--- src/rtl/muldiv_pkg.sv ---
// muldiv_pkg: ALUmode muldiv codes, FSM encoding and defaults
// shared by ALU control, hazard unit and the muldiv unit.
package muldiv_pkg;

  localparam int WIDTH_DEF = 32;
  localparam int CNT_W_DEF = 6;

  localparam logic [3:0] MD_MULT  = 4'b1000;
  localparam logic [3:0] MD_MULTU = 4'b1001;
  localparam logic [3:0] MD_DIV   = 4'b1010;
  localparam logic [3:0] MD_DIVU  = 4'b1011;

  localparam logic [1:0] ST_IDLE = 2'd0;
  localparam logic [1:0] ST_RUN  = 2'd1;
  localparam logic [1:0] ST_FIN  = 2'd2;

  function automatic logic is_md(input logic [3:0] m);
    return m[3:2] == 2'b10;
  endfunction

  function automatic logic md_signed(input logic [3:0] m);
    return ~m[0];
  endfunction

  function automatic logic md_div(input logic [3:0] m);
    return m[1];
  endfunction

endpackage

--- src/rtl/muldiv_core.sv ---
// muldiv_core: unsigned iteration datapath, shift-add multiply
// and restoring divide sharing one 2*WIDTH accumulator.
module muldiv_core
  import muldiv_pkg::*;
#(
  parameter int WIDTH = WIDTH_DEF
) (
  input  logic             clk,
  input  logic             reset,
  input  logic             load,
  input  logic             step,
  input  logic             is_div,
  input  logic [WIDTH-1:0] ld_lo,
  input  logic [WIDTH-1:0] ld_m,
  output logic [WIDTH-1:0] nxt_hi,
  output logic [WIDTH-1:0] nxt_lo
);

  logic [2*WIDTH-1:0] acc;
  logic [WIDTH-1:0]   m;
  logic               div_q;

  logic [WIDTH-1:0]   acc_hi;
  logic [WIDTH-1:0]   acc_lo;
  logic [WIDTH:0]     sum;
  logic [WIDTH:0]     sh;
  logic [WIDTH+1:0]   sub;
  logic               ge;
  logic [WIDTH-1:0]   rem;
  logic [2*WIDTH-1:0] nxt;

  assign acc_hi = acc[2*WIDTH-1:WIDTH];
  assign acc_lo = acc[WIDTH-1:0];

  // Partial remainder stays below m, so a non-borrowing
  // difference always fits WIDTH bits.
  always_comb begin
    sum = {1'b0, acc_hi} + (acc_lo[0] ? {1'b0, m} : '0);
    sh  = {acc_hi, acc_lo[WIDTH-1]};
    sub = {1'b0, sh} - {2'b00, m};
    ge  = ~|sub[WIDTH+1:WIDTH];
    rem = ge ? sub[WIDTH-1:0] : sh[WIDTH-1:0];
    if (div_q)
      nxt = {rem, acc_lo[WIDTH-2:0], ge};
    else
      nxt = {sum, acc_lo[WIDTH-1:1]};
  end

  assign nxt_hi = nxt[2*WIDTH-1:WIDTH];
  assign nxt_lo = nxt[WIDTH-1:0];

  always_ff @(posedge clk) begin
    if (reset) begin
      acc   <= '0;
      m     <= '0;
      div_q <= 1'b0;
    end else if (load) begin
      acc   <= {{WIDTH{1'b0}}, ld_lo};
      m     <= ld_m;
      div_q <= is_div;
    end else if (step) begin
      acc   <= nxt;
    end
  end

endmodule

--- src/rtl/muldiv_unit.sv ---
// muldiv_unit: iterative MULT/MULTU/DIV/DIVU into HI/LO with
// busy stall request, plus MTHI/MTLO write path.
module muldiv_unit
  import muldiv_pkg::*;
#(
  parameter int WIDTH = WIDTH_DEF,
  parameter int CNT_W = CNT_W_DEF
) (
  input  logic             clk,
  input  logic             reset,
  input  logic             start,
  input  logic [3:0]       ALUmode,
  input  logic [WIDTH-1:0] rs_val,
  input  logic [WIDTH-1:0] rt_val,
  input  logic             hi_we,
  input  logic             lo_we,
  input  logic [WIDTH-1:0] wdata,
  output logic             busy,
  output logic             done,
  output logic [WIDTH-1:0] hi,
  output logic [WIDTH-1:0] lo
);

  logic [1:0]       state;
  logic [CNT_W-1:0] cnt;
  logic             neg_lo;
  logic             neg_hi;
  logic             op_div;
  logic             op_dz;
  logic [WIDTH-1:0] op_rs;
  logic [WIDTH-1:0] hi_q;
  logic [WIDTH-1:0] lo_q;

  logic             accept;
  logic             sa;
  logic             sb;
  logic [WIDTH-1:0] mag_a;
  logic [WIDTH-1:0] mag_b;
  logic             last;
  logic [WIDTH-1:0] c_hi;
  logic [WIDTH-1:0] c_lo;

  logic [2*WIDTH-1:0] prod;
  logic [WIDTH-1:0]   quo;
  logic [WIDTH-1:0]   rem;
  logic [WIDTH-1:0]   res_hi;
  logic [WIDTH-1:0]   res_lo;

  assign accept = start && is_md(ALUmode) &&
                  (state == ST_IDLE || state == ST_FIN);

  assign sa    = md_signed(ALUmode) & rs_val[WIDTH-1];
  assign sb    = md_signed(ALUmode) & rt_val[WIDTH-1];
  assign mag_a = sa ? -rs_val : rs_val;
  assign mag_b = sb ? -rt_val : rt_val;
  assign last  = (state == ST_RUN) &&
                 (cnt == CNT_W'(WIDTH - 1));

  muldiv_core #(.WIDTH(WIDTH)) u_core (
    .clk    (clk),
    .reset  (reset),
    .load   (accept),
    .step   (state == ST_RUN),
    .is_div (md_div(ALUmode)),
    .ld_lo  (md_div(ALUmode) ? mag_a : mag_b),
    .ld_m   (md_div(ALUmode) ? mag_b : mag_a),
    .nxt_hi (c_hi),
    .nxt_lo (c_lo)
  );

  // Sign fix-up applied to the final iteration's output so HI/LO
  // land on the same edge that leaves RUN.
  always_comb begin
    prod = neg_lo ? -{c_hi, c_lo} : {c_hi, c_lo};
    quo  = neg_lo ? -c_lo : c_lo;
    rem  = neg_hi ? -c_hi : c_hi;
    if (op_div && op_dz) begin
      res_hi = op_rs;
      res_lo = '1;
    end else if (op_div) begin
      res_hi = rem;
      res_lo = quo;
    end else begin
      res_hi = prod[2*WIDTH-1:WIDTH];
      res_lo = prod[WIDTH-1:0];
    end
  end

  always_ff @(posedge clk) begin
    if (reset) begin
      state  <= ST_IDLE;
      cnt    <= '0;
      neg_lo <= 1'b0;
      neg_hi <= 1'b0;
      op_div <= 1'b0;
      op_dz  <= 1'b0;
      op_rs  <= '0;
      hi_q   <= '0;
      lo_q   <= '0;
    end else begin
      case (state)
        ST_IDLE: begin
          if (hi_we) hi_q <= wdata;
          if (lo_we) lo_q <= wdata;
          if (accept) state <= ST_RUN;
        end
        ST_RUN: begin
          cnt <= cnt + CNT_W'(1);
          if (last) begin
            state <= ST_FIN;
            hi_q  <= res_hi;
            lo_q  <= res_lo;
          end
        end
        ST_FIN: begin
          state <= accept ? ST_RUN : ST_IDLE;
        end
        default: state <= ST_IDLE;
      endcase
      if (accept) begin
        cnt    <= '0;
        neg_lo <= sa ^ sb;
        neg_hi <= sa;
        op_div <= md_div(ALUmode);
        op_dz  <= md_div(ALUmode) && (rt_val == '0);
        op_rs  <= rs_val;
      end
    end
  end

  assign busy = (state != ST_IDLE);
  assign done = (state == ST_FIN);
  assign hi   = hi_q;
  assign lo   = lo_q;

endmodule

--- config.mk ---
export PLATFORM = sky130hd
export DESIGN_NAME = muldiv_unit
export DESIGN_NICKNAME = d
export VERILOG_FILES = /design/src/rtl/muldiv_pkg.sv /design/src/rtl/muldiv_core.sv /design/src/rtl/muldiv_unit.sv
export SDC_FILE = /design/constraint.sdc
export NUM_CORES = 1
export LEC_CHECK = 0
export ABC_AREA = 1
export CORE_MARGIN = 3
export CORE_UTILIZATION = 25
export CTS_CLUSTER_DIAMETER = 50
export DETAILED_ROUTE_END_ITERATION = 8
export PLACE_DENSITY_LB_ADDON = 0.3
export SLEW_MARGIN = 10
export SYNTH_ARGS = -nofsm -noshare
export SYNTH_HDL_FRONTEND = slang
export SYNTH_SLANG_ARGS = --single-unit
--- constraint.sdc ---
create_clock -name clk -period 3.8 [get_ports clk]
set_input_delay 0.38 -clock clk [delete_from_list [all_inputs] [get_ports clk]]
set_output_delay 0.38 -clock clk [all_outputs]
set_load 0.05 [all_outputs]
; ---- After elaboration in Yosys (flattened, before gate mapping)
; Cells that the tools add are included.
[op_classes]
n_addsub = 8
eq_ne = 8
muxes = 26
n_bitwise = 4
reduce_logical = 17
[ops]
columns = cell, count
row1 = $mux 32, 18
row2 = $mux 64, 2
row3 = $neg 32->32, 4
row4 = $pmux 32 s2, 2
row5 = $neg 64->64, 1
row6 = $sub 33x32->34, 1
row7 = $add 32x32->33, 1
row8 = $logic_not 32->1, 1
row9 = $ne 2x2->1 const B, 4
row10 = $add 6x1->6 const B, 1
row11 = $eq 6x5->1 const B, 1
row12 = $pmux 2 s3, 1
row13 = $reduce_and 3->1, 2
row14 = $reduce_bool 2->1, 3
row15 = $logic_and 1x1->1, 5
row16 = $eq 2x2->1 const B, 2
row17 = $mux 2, 2
row18 = $reduce_or 2->1, 2
row19 = $and 1x1->1, 2
row20 = $eq 2x1->1 const B, 1
row21 = $logic_not 2->1, 1
row22 = $reduce_and 2->1, 1
row23 = $logic_not 1->1, 1
row24 = $logic_or 1x1->1, 1
row25 = 3 further kinds, 3
[word_totals]
ff_bits = 204
inputBits = 105
out_inout_bits = 66

; ---- Longest topological paths before layout
; Gate-level depths: netlist of run 1.
[logic_depth]
ltp_word = 10
mapped_depth = 36
mapped_depth_nobuf = 36

; ---- Modules after synthesis
; Synthesis of run 1 repeated with hierarchy kept, for this count alone.
[unflattened]
hier_cells = 3417
hier_area_um2 = 19368.6
[modules_own_cells]
columns = module, instances, cells_each, area_each_um2, seq_area_each_um2
row1 = muldiv_core, 1, 1735, 9819.4, 1941.9
row2 = muldiv_unit, 1, 1682, 9549.2, 2162.1

; ---- Worst setup path after synthesis of run 1
; OpenSTA, ideal clock, no wires.
[synth_timing]
kind = register -> register
from = reg u_core.acc[31]
to = reg hi_q[22] (netlist: hi[22])
setup_time_ns = 0.122
t_arrival_ns = 3.804
path_slack_ns = -0.126
path_stages_with_launch = 34
period_less_slack_ns = 3.926
path_cell_list = dfxtp_1 inv_1 ha_1 inv_1 fa_1 nand3_1 nand3_1 nand2_1 nand2_2 nand2_2 nand2_4 nand2_4 nand2_2 nand2_4 nand2_8 nand3_2 nand2_1 inv_1 ha_1 nand3_2 nor2_2 nand3_1 nor3_2 nand3_1 inv_2 nand4_1 a21oi_1 o21ai_2 a21oi_2 nand2_1 nand3_1 nand3_1 nand2_1 a21oi_2
[synth_between]
elab_chain_cells = 10
word_cells_on_any_way = 13
cone_classes = add/sub (3) / mux (8) / reduce/logical (2)
[synth_lines]
columns = item, line_no
row1 = "start, declared", muldiv_core.sv:19  ; logic [2*WIDTH-1:0] acc;
row2 = "start signal, assigned", muldiv_core.sv:58  ; acc <= {{WIDTH{1'b0}}, ld_lo};
row3 = "start signal, assigned", muldiv_core.sv:62  ; acc <= nxt;
row4 = $sub 33x32->34, muldiv_core.sv:40  ; sub = {1'b0, sh} - {2'b00, m};
row5 = $reduce_or 2->1, muldiv_core.sv:41  ; ge = ~|sub[WIDTH+1:WIDTH];
row6 = $mux 32 or $logic_not 1->1 (tied branches), "muldiv_core.sv:42, muldiv_core.sv:41"
row7 = $mux 64 *, muldiv_core.sv:43  ; if (div_q)
row8 = $neg 64->64 or $neg 32->32 (tied branches), "muldiv_unit.sv:74, muldiv_unit.sv:76"
row9 = $mux 64 or $mux 32 (tied branches), "muldiv_unit.sv:74, muldiv_unit.sv:76"
row10 = $mux 32 *, muldiv_unit.sv:80  ; end else if (op_div) begin
row11 = $mux 32 *, muldiv_unit.sv:77  ; if (op_div && op_dz) begin
row12 = $mux 32 *, muldiv_unit.sv:109  ; if (last) begin
row13 = $pmux 32 s2 *, muldiv_unit.sv:101  ; case (state)
row14 = "end signal, assigned", muldiv_unit.sv:103  ; if (hi_we) hi_q <= wdata;
row15 = "end signal, assigned", muldiv_unit.sv:111  ; hi_q <= res_hi;
row16 = "end, declared", muldiv_unit.sv:31  ; logic [WIDTH-1:0] hi_q;
; Every way passes the cells marked *; elsewhere a longest branch is shown, timed or not. The select of a mux whose other input is x is not followed.
; A chain may end at the register's enable or synchronous reset.

; ---- Final worst setup path of run 1
; Same ends and word-level chain as after synthesis.

==> results of run 1 <==
metal layers:
metal  vias to the layer above  GRT usage
met4                         4     0.0939
met3                       185     0.0245
li1                      11200          -
met1                     10600      0.297
met5                         -          0
met2                       929      0.389
registers in the layout (all words and copies together) (netlist names):
| name | flops |
|---|---|
| u_core.m | 32 |
| neg_hi | 1 |
| state | 2 |
| lo | 32 |
| neg_lo | 1 |
| hi | 32 |
| u_core.div_q | 1 |
| cnt | 6 |
| op_dz | 1 |
| op_rs | 32 |
| u_core.acc | 64 |
final timing paths:
check / startpoint / end / slack (ps) / cells past startpoint
max: u_core.acc[31] / hi[22] / -130 / 33
max reg2reg: u_core.acc[31] / hi[22] / -130 / 33
min reg2reg: op_rs[17] / op_rs[17] / 460 / 2
min: op_rs[17] / op_rs[17] / 460 / 2
synthesized netlist by cell type, drive strengths merged (26+ instances only):
library cell	count	area, um2
dfxtp	204	4080
o21ai	309	1560
nand2	788	3050
inv	428	1610
nand3	177	983
buf	27	184
nor2	315	1260
xnor2	35	307
xor2	55	482
a21oi	304	1580
o211ai	31	233
nor3	57	300
ha	69	863
nand3b	26	195
clkbuf	112	420
nand4	46	294
per-stage QoR:
stage | hold WS (ps) | area (um2) | setup slack [ps]
after floorplan | 427 | 18500 | 11.2
after global placement | 441 | 23700 | -252
after detailed placement | 448 | 23700 | -300
after CTS | 444 | 25200 | -81.7
after global routing | 484 | 25800 | -419
final | 456 | 25800 | -135
cells by family after synthesis:
kind of cell,after synthesis,synth area share
AOI/OAI and AO/OA,745,0.224
xor gates and xnor gates,90,0.0428
adders and majority gates,71,0.0490
buffers and inverters,572,0.121
DFF,204,0.222
muxes,1,0.000543
and+or+nand+nor,1438,0.341
critical path: cells and delay by family, from the launching register on:
family | cells | cell delay, ps
and+or+nand+nor | 22 | 2010
AOI/OAI and AO/OA | 4 | 620
adders and majority gates | 3 | 620
DFF | 1 | 320
buffers and inverters | 4 | 240
timing repair:
item,CTS,global route
gates cloned,0,1
pin swaps,10,27
resized for setup,28,100
endpoints found under the setup margin,27,33
setup buffers,16,9
where the power goes:
| part | internal (mW) | switching [mW] | leakage, nW |
|---|---|---|---|
| clock network | 2.19 | 1.38 | 0.620 |
| registers | 2.28 | 0.108 | 1.68 |
| logic | 1.64 | 2.63 | 9.94 |
| total | 6.11 | 4.12 | 12.2 |
layout make-up:
cell class / instances / area (um2)
fill: 7864 / 46400
multi-input combinational: 2345 / 12700
timing repair buffer: 579 / 4860
sequential: 204 / 4090
inverter: 433 / 1630
tap: 950 / 1190
clock buffer: 44 / 1030
clock inverter: 25 / 279
==> results.json, run 1 <==
{
  "start_kind": "register",
  "timing.final.max_slew_violations": 0,
  "power_mw": 10.2,
  "p_leak_nw": 12.2,
  "die_y_um": 277,
  "power_density_nw_per_um2": 396,
  "netlist-cell-type-count": 59,
  "start_util": 0.255,
  "dr.pass1.iters": 6,
  "violations": "setup timing",
  "synthesis.area_um2": 18400,
  "finalHoldViolCount": 0,
  "fp.dieW_um": 277,
  "synth_edf_count": 0,
  "ios": 171,
  "clock_skew_ps": 37.3,
  "antennaDiodeCount": 0,
  "drt-total-wl_mm": 92.8,
  "setup_viol": 15,
  "cp_common_cell": "nand2_4",
  "antenna_found_initial": 4,
  "rsz0062_at_grt": "true",
  "layout_common_cells": "nand2_1 (733), buf_4 (402), inv_1 (395)",
  "route.detailed.wl_per_inst_um": 20.3,
  "grt_pass1_wl_mm": 135,
  "clock-sinks": 204,
  "viasPerCell": 5.00,
  "grt_pass1_vias": 21700,
  "track_usage": 0.230,
  "grt_max_degree": 75,
  "worst-slew-pin-transition_ps": 949,
  "cp_max_fo": 5,
  "grt-ovfl-total": 0,
  "antenna_left": 0,
  "cts_tree": "built",
  "min_path_type": "register to register",
  "yosys_warnings": 0,
  "dr.max_layer_used": "met5",
  "synthCells": 3121,
  "fin_util": 0.357,
  "layout.cells.non_filler": 4580,
  "seq_area_frac_synth": 0.222,
  "clk_latency_ps": 580,
  "ir_drop_v": 0.000282,
  "placedCellCount": 4485,
  "cp_slowest_cell": "fa_2",
  "wl_met3_mm": 5.68,
  "finalCritPeriodShare": 1.04,
  "num_rows": 98,
  "drtIter0Drc": 2229,
  "async_reset_ff_frac": 0,
  "ctsHoldBuffers": 0,
  "slew-limit-headroom": 0.361,
  "final_common_cell": "nand2_1",
  "wl_met2_mm": 43.8,
  "vias": 22900,
  "cts_buffers": 39,
  "cts_root_buffer": "clkbuf_16",
  "drc": 0,
  "cap_violations": 0,
  "clock_path_buffers": 3,
  "worstSetupEndpointType": "register",
  "port_buffers": 170,
  "gp_congestion": 0.962,
  "finalNetCount": 3778,
  "max_freq_mhz": 254,
  "htreeDepth": 2,
  "die-area_um2": 77000,
  "cts.reportedPaths.clkPinSlew_ps": 50,
  "areaGrowthSynthToFinish_pct": 40.1,
  "syn_area_per_cell_um2": 5.90,
  "dp_hpwl_mm": 74.9,
  "synth-seq-cells": 204,
  "core_area_um2": 72200,
  "syn_nets": 3297,
  "critPathRequiredTime_ps": 4230,
  "crit_type": "register to register",
  "drive_gt1_frac": 0.197,
  "slowest_delay_ps": 350,
  "wl_met1_mm": 39.2,
  "setup_tns_ps": -963,
  "worst_slack_ps": -135,
  "crit_arrival_ps": 4360,
  "status": "finished with violations",
  "fin_crit_ps": 3930,
  "synth_flop_cell": "dfxtp_1"
}
(Power assumes the default switching activity.)
==> inputs of run 2 (changes only) <==
--- a/config.mk
+++ b/config.mk
@@ -6,7 +6,6 @@
 export NUM_CORES = 1
 export LEC_CHECK = 0
 export ABC_AREA = 1
-export CORE_MARGIN = 3
 export CORE_UTILIZATION = 25
 export CTS_CLUSTER_DIAMETER = 50
 export DETAILED_ROUTE_END_ITERATION = 8
==> results.json, run 2 (synthesis gave the netlist of run 1 again) <==
{
  "min_path_type": "register to register",
  "areaGrowthSynthToFinish_pct": 42.3,
  "final_common_cell": "nand2_1",
  "finalNetCount": 3796,
  "clock-sinks": 204,
  "drt-total-wl_mm": 93.3,
  "slew-limit-headroom": 0.120,
  "clock_skew_ps": 49.0,
  "fin_crit_ps": 3950,
  "rsz0062_at_grt": "true",
  "die-area_um2": 74800,
  "stdcell_area_um2": 26200,
  "worstSetupEndpointType": "register",
  "finalHoldViolCount": 0,
  "die_y_um": 273,
  "max_freq_mhz": 253,
  "regMostFlops": "u_core.acc",
  "dpl_cell_area_um2": 23700,
  "core_area_um2": 73000,
  "power_density_nw_per_um2": 396,
  "critPathRequiredTime_ps": 4300,
  "cts_tree": "built",
  "timing.final.max_slew_violations": 0,
  "cts_root_buffer": "clkbuf_16",
  "largest_reg_flops": 64,
  "start_kind": "register",
  "violations": "setup timing",
  "p_leak_nw": 12.4,
  "drtIter0Drc": 2201,
  "cp_slowest_cell": "fa_2",
  "ios": 171,
  "gp_congestion": 0.975,
  "status": "finished with violations",
  "htreeDepth": 2,
  "crit_arrival_ps": 4450,
  "setup_viol": 20,
  "slowest_delay_ps": 350,
  "grt_pass1_vias": 21800,
  "drive_gt1_frac": 0.211,
  "layout_common_cells": "nand2_1 (720), buf_4 (413), inv_1 (393)",
  "track_usage": 0.243,
  "fillers": 7951,
  "finalCritPeriodShare": 1.04,
  "dp_hpwl_mm": 74.7,
  "route.detailed.wl_per_inst_um": 20.3,
  "antenna_left": 0,
  "cp_common_cell": "buf_4",
  "ctsHoldBuffers": 0,
  "grt_pass1_wl_mm": 136,
  "num_rows": 99,
  "dr.pass1.iters": 6,
  "whs_ps": 463,
  "cts_buffers": 39,
  "clock_path_buffers": 3,
  "antenna_found_initial": 1,
  "fin_util": 0.359,
  "cts.reportedPaths.clkPinSlew_ps": 60,
  "grt_max_degree": 75,
  "cp_max_fo": 3,
  "clk_latency_ps": 580,
  "antennaDiodeCount": 0,
  "crit_type": "register to register",
  "cap_violations": 0,
  "placedCellCount": 4495,
  "port_buffers": 170,
  "worst_slack_ps": -148,
  "grt-ovfl-total": 0,
  "start_util": 0.252,
  "ir_drop_v": 0.000275,
  "worst-slew-pin-transition_ps": 1320,
  "viasPerCell": 5.00,
  "vias": 23100,
  "drc": 0,
  "layout.cells.non_filler": 4607,
  "fp.dieW_um": 273
}
-- run 2: cell types whose count changed in the layout (fill, tap and decap cells not counted), moves of 3 or more --
cell / change
nand2_2: +13
o21ai_2: +3
buf_4: +11
nand2_1: -13
buf_6: +8
a21oi_2: +6
o21ai_1: +4
nor2_1: -4
nand3_4: +6
nand3_1: -5
nor2_4: +3
o21ai_0: -8
a21oi_1: -4
-- run 2: metal layers --
metal,vias to the layer above,global-route usage,share of wire
met4,0,0.122,0.056
met1,10600,0.316,0.43
li1,11300,-,-
met3,214,0.0311,0.064
met2,981,0.393,0.45
met5,-,0,0
-- run 2: final cells by class --
type | instances | area [um2] | share of cell area
clock buffers | 47 | 1060 | 0.0403
clock inverters | 22 | 303 | 0.0116
inverters | 433 | 1630 | 0.0622
multi-input cells | 2345 | 12900 | 0.493
flip-flops and latches | 204 | 4090 | 0.156
well taps | 959 | 1200 | 0.0458
repair buffers | 597 | 4990 | 0.191
-- run 2: final timing paths --
check	start	slack, ps	to	depth (start not counted)
max reg2reg	u_core.acc[31]	-150	lo[20]	33
max	u_core.acc[31]	-150	lo[20]	33
min reg2reg	op_rs[21]	460	op_rs[21]	2
min	op_rs[21]	460	op_rs[21]	2
-- run 2: power breakdown --
part | total, mW | leakage, nW | internal [mW] | switching [mW]
sequential | 2.38 | 1.68 | 2.28 | 0.101
combinational | 4.28 | 10.1 | 1.64 | 2.65
clock | 3.71 | 0.642 | 2.35 | 1.37
total | 10.4 | 12.4 | 6.26 | 4.12
-- run 2: per-stage QoR --
stage               power, mW  TNS [ps]  setup WS, ps
CTS                      10.2      -492          -102
global placement         6.35     -1900          -190
detailed placement       6.35     -2930          -232
global route             10.8     -7690          -392
floorplan                4.66         0          11.2
finish                   10.4     -1390          -148
-- run 2: critical path: cells and delay by family (launching register included) --
family	cells	cell delay, ps
and+or+nand+nor	17	1480
buffers and inverters	10	1070
adders and majority gates	3	610
AOI/OAI and AO/OA	3	400
DFF	1	320
-- run 2: repair_timing --
action | 4_1_cts | 5_1_grt
endpoints found under the setup margin | 27 | 36
buffers inserted | 30 | 13
pin swaps | 26 | 43
gates resized for setup | 60 | 135
endpoints found under the hold margin | 0 | 0
